## src/rtl/moore_event_logger.sv

```systemverilog
`default_nettype none
// ============================================================================
// Module      : moore_event_logger
// Description : Timestamps the events flagged by an upstream 1010 Moore
//               detector. Each cycle with det_in high is one event. The event
//               pushes the current free-running timestamp into a small
//               first-word-fall-through FIFO. The block also keeps a
//               saturating event counter and a sticky overflow flag. An
//               optional counter of dropped events can be built in.
//
// Ports       : clk        - single clock, rising edge
//               reset      - synchronous active-high reset (highest priority)
//               det_in     - event strobe, one event per high cycle
//               clr        - synchronous soft clear of the log state
//                            (the timestamp keeps running)
//               evt_ready  - consumer takes the head entry this cycle
//               evt_valid  - FIFO non-empty, head entry on evt_ts
//               evt_ts     - timestamp of head entry (FWFT)
//               evt_count  - events since reset/clr, saturating
//               fifo_full  - FIFO holds DEPTH entries
//               overflow   - sticky, an event was dropped while full
//               drop_cnt   - dropped-event count, saturating at 15
//                            (only with DROP_CNT_EN)
//
// Parameters  : DEPTH - FIFO entries, power of two in 2..16
//               TS_W  - timestamp / event-count width
// Macros      : DROP_CNT_EN - adds the drop_cnt port and its counter
//
// Revision    : 1.0 - initial release
// ============================================================================
module moore_event_logger #(
    parameter int unsigned DEPTH = 4,
    parameter int unsigned TS_W  = 8
) (
    input  logic            clk,
    input  logic            reset,
    input  logic            det_in,
    input  logic            clr,
    input  logic            evt_ready,
    output logic            evt_valid,
    output logic [TS_W-1:0] evt_ts,
    output logic [TS_W-1:0] evt_count,
    output logic            fifo_full,
    output logic            overflow
`ifdef DROP_CNT_EN
    ,
    output logic [3:0]      drop_cnt
`endif
);

    localparam int unsigned     c_ADDR_W = $clog2(DEPTH);
    localparam int unsigned     c_OCC_W  = c_ADDR_W + 1;
    localparam logic [c_OCC_W-1:0] c_DEPTH = c_OCC_W'(DEPTH);

    // ------------------------------------------------------------------
    // State
    // ------------------------------------------------------------------
    logic [TS_W-1:0]     ts_q,        ts_d;
    logic [c_ADDR_W-1:0] wr_ptr_q,    wr_ptr_d;
    logic [c_ADDR_W-1:0] rd_ptr_q,    rd_ptr_d;
    logic [c_OCC_W-1:0]  occ_q,       occ_d;
    logic [TS_W-1:0]     evt_count_q, evt_count_d;
    logic                overflow_q,  overflow_d;
    logic [TS_W-1:0]     mem_q [DEPTH];

    logic w_full;
    logic w_pop;
    logic w_push;
    logic w_drop;
    logic w_mem_we;

    // ------------------------------------------------------------------
    // Handshake decode
    // ------------------------------------------------------------------
    // A pop in the same cycle frees the head slot, so a full FIFO still
    // accepts a new event when the consumer is reading.
    assign w_full   = (occ_q == c_DEPTH);
    assign w_pop    = (occ_q != '0) && evt_ready;
    assign w_push   = det_in && (!w_full || w_pop);
    assign w_drop   = det_in && w_full && !w_pop;
    assign w_mem_we = w_push && !clr && !reset;

    // ------------------------------------------------------------------
    // Next-state logic
    // ------------------------------------------------------------------
    always_comb begin
        ts_d        = ts_q + 1'b1;   // wraps naturally at all-ones
        wr_ptr_d    = wr_ptr_q;
        rd_ptr_d    = rd_ptr_q;
        occ_d       = occ_q;
        evt_count_d = evt_count_q;
        overflow_d  = overflow_q;

        if (clr) begin
            // The event and the pop that arrive with clr are both discarded.
            wr_ptr_d    = '0;
            rd_ptr_d    = '0;
            occ_d       = '0;
            evt_count_d = '0;
            overflow_d  = 1'b0;
        end else begin
            // Pointers wrap modulo DEPTH because DEPTH is a power of two.
            if (w_push) begin
                wr_ptr_d = wr_ptr_q + 1'b1;
            end
            if (w_pop) begin
                rd_ptr_d = rd_ptr_q + 1'b1;
            end

            unique case ({w_push, w_pop})
                2'b10:   occ_d = occ_q + 1'b1;
                2'b01:   occ_d = occ_q - 1'b1;
                default: occ_d = occ_q;
            endcase

            // Count every event, including dropped ones.
            if (det_in && (evt_count_q != {TS_W{1'b1}})) begin
                evt_count_d = evt_count_q + 1'b1;
            end

            if (w_drop) begin
                overflow_d = 1'b1;
            end
        end
    end

    // ------------------------------------------------------------------
    // Control registers
    // ------------------------------------------------------------------
    always_ff @(posedge clk) begin
        if (reset) begin
            ts_q        <= '0;
            wr_ptr_q    <= '0;
            rd_ptr_q    <= '0;
            occ_q       <= '0;
            evt_count_q <= '0;
            overflow_q  <= 1'b0;
        end else begin
            ts_q        <= ts_d;
            wr_ptr_q    <= wr_ptr_d;
            rd_ptr_q    <= rd_ptr_d;
            occ_q       <= occ_d;
            evt_count_q <= evt_count_d;
            overflow_q  <= overflow_d;
        end
    end

    // ------------------------------------------------------------------
    // Timestamp storage. No reset is needed: the stored data is unused
    // until a write has made the FIFO non-empty.
    // ------------------------------------------------------------------
    always_ff @(posedge clk) begin
        if (w_mem_we) begin
            mem_q[wr_ptr_q] <= ts_q;
        end
    end

    // ------------------------------------------------------------------
    // Optional dropped-event counter
    // ------------------------------------------------------------------
`ifdef DROP_CNT_EN
    logic [3:0] drop_cnt_q, drop_cnt_d;

    always_comb begin
        drop_cnt_d = drop_cnt_q;
        if (clr) begin
            drop_cnt_d = '0;
        end else if (w_drop && (drop_cnt_q != 4'hF)) begin
            drop_cnt_d = drop_cnt_q + 1'b1;
        end
    end

    always_ff @(posedge clk) begin
        if (reset) begin
            drop_cnt_q <= '0;
        end else begin
            drop_cnt_q <= drop_cnt_d;
        end
    end

    assign drop_cnt = drop_cnt_q;
`endif

    // ------------------------------------------------------------------
    // Outputs
    // ------------------------------------------------------------------
    assign evt_valid = (occ_q != '0);
    assign evt_ts    = mem_q[rd_ptr_q];
    assign evt_count = evt_count_q;
    assign fifo_full = w_full;
    assign overflow  = overflow_q;

endmodule
`default_nettype wire

```

## config.mk

```make
export PLATFORM = sky130hd
export DESIGN_NAME = moore_event_logger
export DESIGN_NICKNAME = d
export VERILOG_FILES = /design/src/rtl/moore_event_logger.sv
export SDC_FILE = /design/constraint.sdc
export NUM_CORES = 1
export LEC_CHECK = 0
export ABC_AREA = 1
export BUFFER_PORTS_ARGS = -buffer_cell sky130_fd_sc_hd__buf_2
export CAP_MARGIN = 40
export CORE_ASPECT_RATIO = 1.25
export CORE_UTILIZATION = 57
export CTS_BUF_LIST = sky130_fd_sc_hd__clkbuf_8
export DETAILED_ROUTE_END_ITERATION = 7
export HOLD_SLACK_MARGIN = 0.02
export PLACE_DENSITY = 0.77
export SLEW_MARGIN = 0
export SYNTH_ARGS = -nofsm -noshare
export SYNTH_HDL_FRONTEND = slang
export SYNTH_SLANG_ARGS = --single-unit
export TNS_END_PERCENT = 5
```

## constraint.sdc

```tcl
create_clock -name clk -period 1.85 [get_ports clk]
set_clock_uncertainty 0.05 [all_clocks]
set_input_delay 0.37 -clock clk [delete_from_list [all_inputs] [get_ports clk]]
set_output_delay 0.37 -clock clk [all_outputs]
set_load 0.01 [all_outputs]
```

==> reports/results.ini <==
[final_layout]
diodes = 0
drive_gt1_frac = 0.2230
syn_to_final_growth_pct = 17.99
final_net_count = 303
fin_util = 0.7111
stdcell_area_um2 = 2938

[place]
pre_cts_slack_ps = 139.3
postPlaceCellArea_um2 = 2701
hpwlAfterDp_um = 2968
port_buffers = 23
place.gp.congestion = 0.7768

[drt]
viasPerCell = 5.134
wl_per_cell_um = 12.51
drt_iter0_drc = 73
via_count = 1807
antenna_left = 0
totalWireLength_um = 4405
drt_first_pass_iters = 4
drc = 0

[yosys]
ys_seq_area_frac = 0.5950
synth_cell_types = 32
synth_cells = 252
yosysMostFrequentCell = nor2_1
synth_flop_cell = edfxtp_1
yosysWarnings = 0
synthesis.nets = 264
syn_area_um2 = 2490
netlist.area_leader.share = 0.3859
synth_commonest_cells = nor2_1, edfxtp_1, inv_1, dfxtp_1, nand2_1
synthTopCellsByArea = edfxtp_1, dfxtp_1, nor2_1, inv_1, o21ai_0
synth_area_leader_cell = edfxtp_1
synth_edf_count = 32
synth-async-reset-ratio = 0
ys_ff_latch = 58
syn_area_per_cell_um2 = 9.881

[global_routing]
grt_max_degree = 17
grt_util_all_layers = 0.2175
antenna_found_initial = 0
grt_pass1_wl_um = 6975
grt-ovfl-total = 0
grt_pass1_vias = 1620

[floorplanning]
io-pin-count = 24
core_um2 = 4131
fp.dieH_um = 75.90
die_w_um = 61.12
rows = 26
initial_core_util = 0.6027
die-area_um2 = 4638

[sta]
hold_viol = 0
layout_min_cycle_time_ps = 1801
finalSetupViolations = 0
post-route-period-util = 0.9738
slew_viol_final = 0
worst_pin_slew_ps = 256.8
max_freq_mhz = 555.1
worst_slack_ps = 48.50
relSlewSlack = 0.8275
rsz0062_at_grt = true

[cts]
ctsHoldBuffers = 0
tritoncts = built
numClockSinks = 58
cts-root-buf = clkbuf_8
htree_levels = 3
cts_buffer_depth = 2
cts_buffers = 9
clock_latency_ps = 330
clkSlewWorstSetupHoldPaths_ps = 60

[pwr]
power_density_nw_per_um2 = 937.3
power_w = 0.002754
ir_drop_uv = 915.1
power_leakage_nw = 1.181

[worst_setup_path]
arrival_ps = 1380
worstPathRequired_ps = 1430
end_kind = output pin
worstSetupPathType = register to output pin
crit_fanout = 6
start_kind = register

[worst_hold_path]
min_path_type = primary input to register

[run]
maxCapViolCount = 0

[run_status]
run_status = completed

-- final cells by class --
cell class	instances	area, um2
timing repair buffer	33	190.2
tap	56	70.07
clock buffer	9	123.9
clock inverter	7	85.08
fill	319	1194
multi-input combinational	156	850.8
sequential	58	1486
inverter	33	131.4
-- sequential cells by signal, indices dropped and copies added (netlist names), named ones only --
register   flops
ts_q           8
rd_ptr_q       2
overflow       1
mem_q         32
wr_ptr_q       2
occ_q          3
evt_count      8
-- power breakdown --
group	internal, W	switching (W)
clock	0.000743	0.000479
combinational	0.0000538	0.0000849
sequential	0.00137	0.0000197
total	0.00217	0.000583
-- metrics by stage --
step | setup TNS [ps] | cells | hold WS, ps
global placement | 0 | 334 | 397.6
detailed placement | 0 | 334 | 406.6
finish | 0 | 352 | 274.8
global route | -50.01 | 352 | 292.0
CTS | 0 | 352 | 265.8
floorplan | 0 | 252 | 385.6
-- routing by layer --
layer | vias up | wire length (um) | global-route usage
met2 | 49 | 2261 | 0.3708
met4 | 0 | 137 | 0.1187
met5 | - | 0 | 0
li1 | 934 | - | -
met1 | 809 | 1787 | 0.2280
met3 | 15 | 220 | 0.08319
-- critical path, stage by stage (launching register included) --
cell        delay, ps
dfxtp_2           360
clkinvlp_4         80
buf_4             160
o21ai_0           200
o22ai_1           100
buf_2             150
-- timing repair --
item,in CTS,in global routing
gates resized for setup,1,6
endpoints found under the hold margin,0,0
setup endpoints to repair,3,8
gates cloned,0,0
setup buffers,2,0
-- cell families after synthesis --
family,share of synthesized area
flops,0.5950
simple gates,0.1764
compound gates,0.1201
xor+xnor,0.007036
buf+inv,0.06332
fa+ha+maj,0.03819
-- path summary, 6_finish.rpt --
check	from	end	slack, ps	cells after the start
max	register	evt_ts[6]	50	5
max reg2reg	occ_q[2]$_SDFFE_PP0P_	occ_q[2]$_SDFFE_PP0P_	190	8
min	reset	ts_q[7]$_SDFF_PP0_	270	2
min reg2reg	rd_ptr_q[1]$_SDFFE_PP0N_	register	410	2
-- cell usage in the layout, fill, tap and decap left out, types with 2 or more instances in the layout --
| master | synthesis | routed |
|---|---|---|
| clkinvlp_4 | 0 | 3 |
| o21a_1 | 2 | 2 |
| nand4_1 | 6 | 6 |
| edfxtp_1 | 32 | 32 |
| dfxtp_1 | 26 | 24 |
| buf_4 | 1 | 10 |
| o21ai_0 | 23 | 21 |
| nor3_1 | 2 | 2 |
| nor2_1 | 37 | 37 |
| o21ai_1 | 0 | 2 |
| ha_1 | 6 | 6 |
| bufinv_16 | 0 | 2 |
| nand3_2 | 2 | 2 |
| clkbuf_8 | 0 | 9 |
| a31oi_1 | 2 | 2 |
| nand3_1 | 9 | 9 |
| nand2_2 | 6 | 6 |
| buf_2 | 3 | 23 |
| o22ai_1 | 8 | 8 |
| clkinv_2 | 0 | 2 |
| nand2_1 | 26 | 26 |
| inv_2 | 2 | 2 |
| inv_1 | 31 | 30 |
| a21oi_1 | 15 | 15 |
Power figures use the tool's default switching activity.
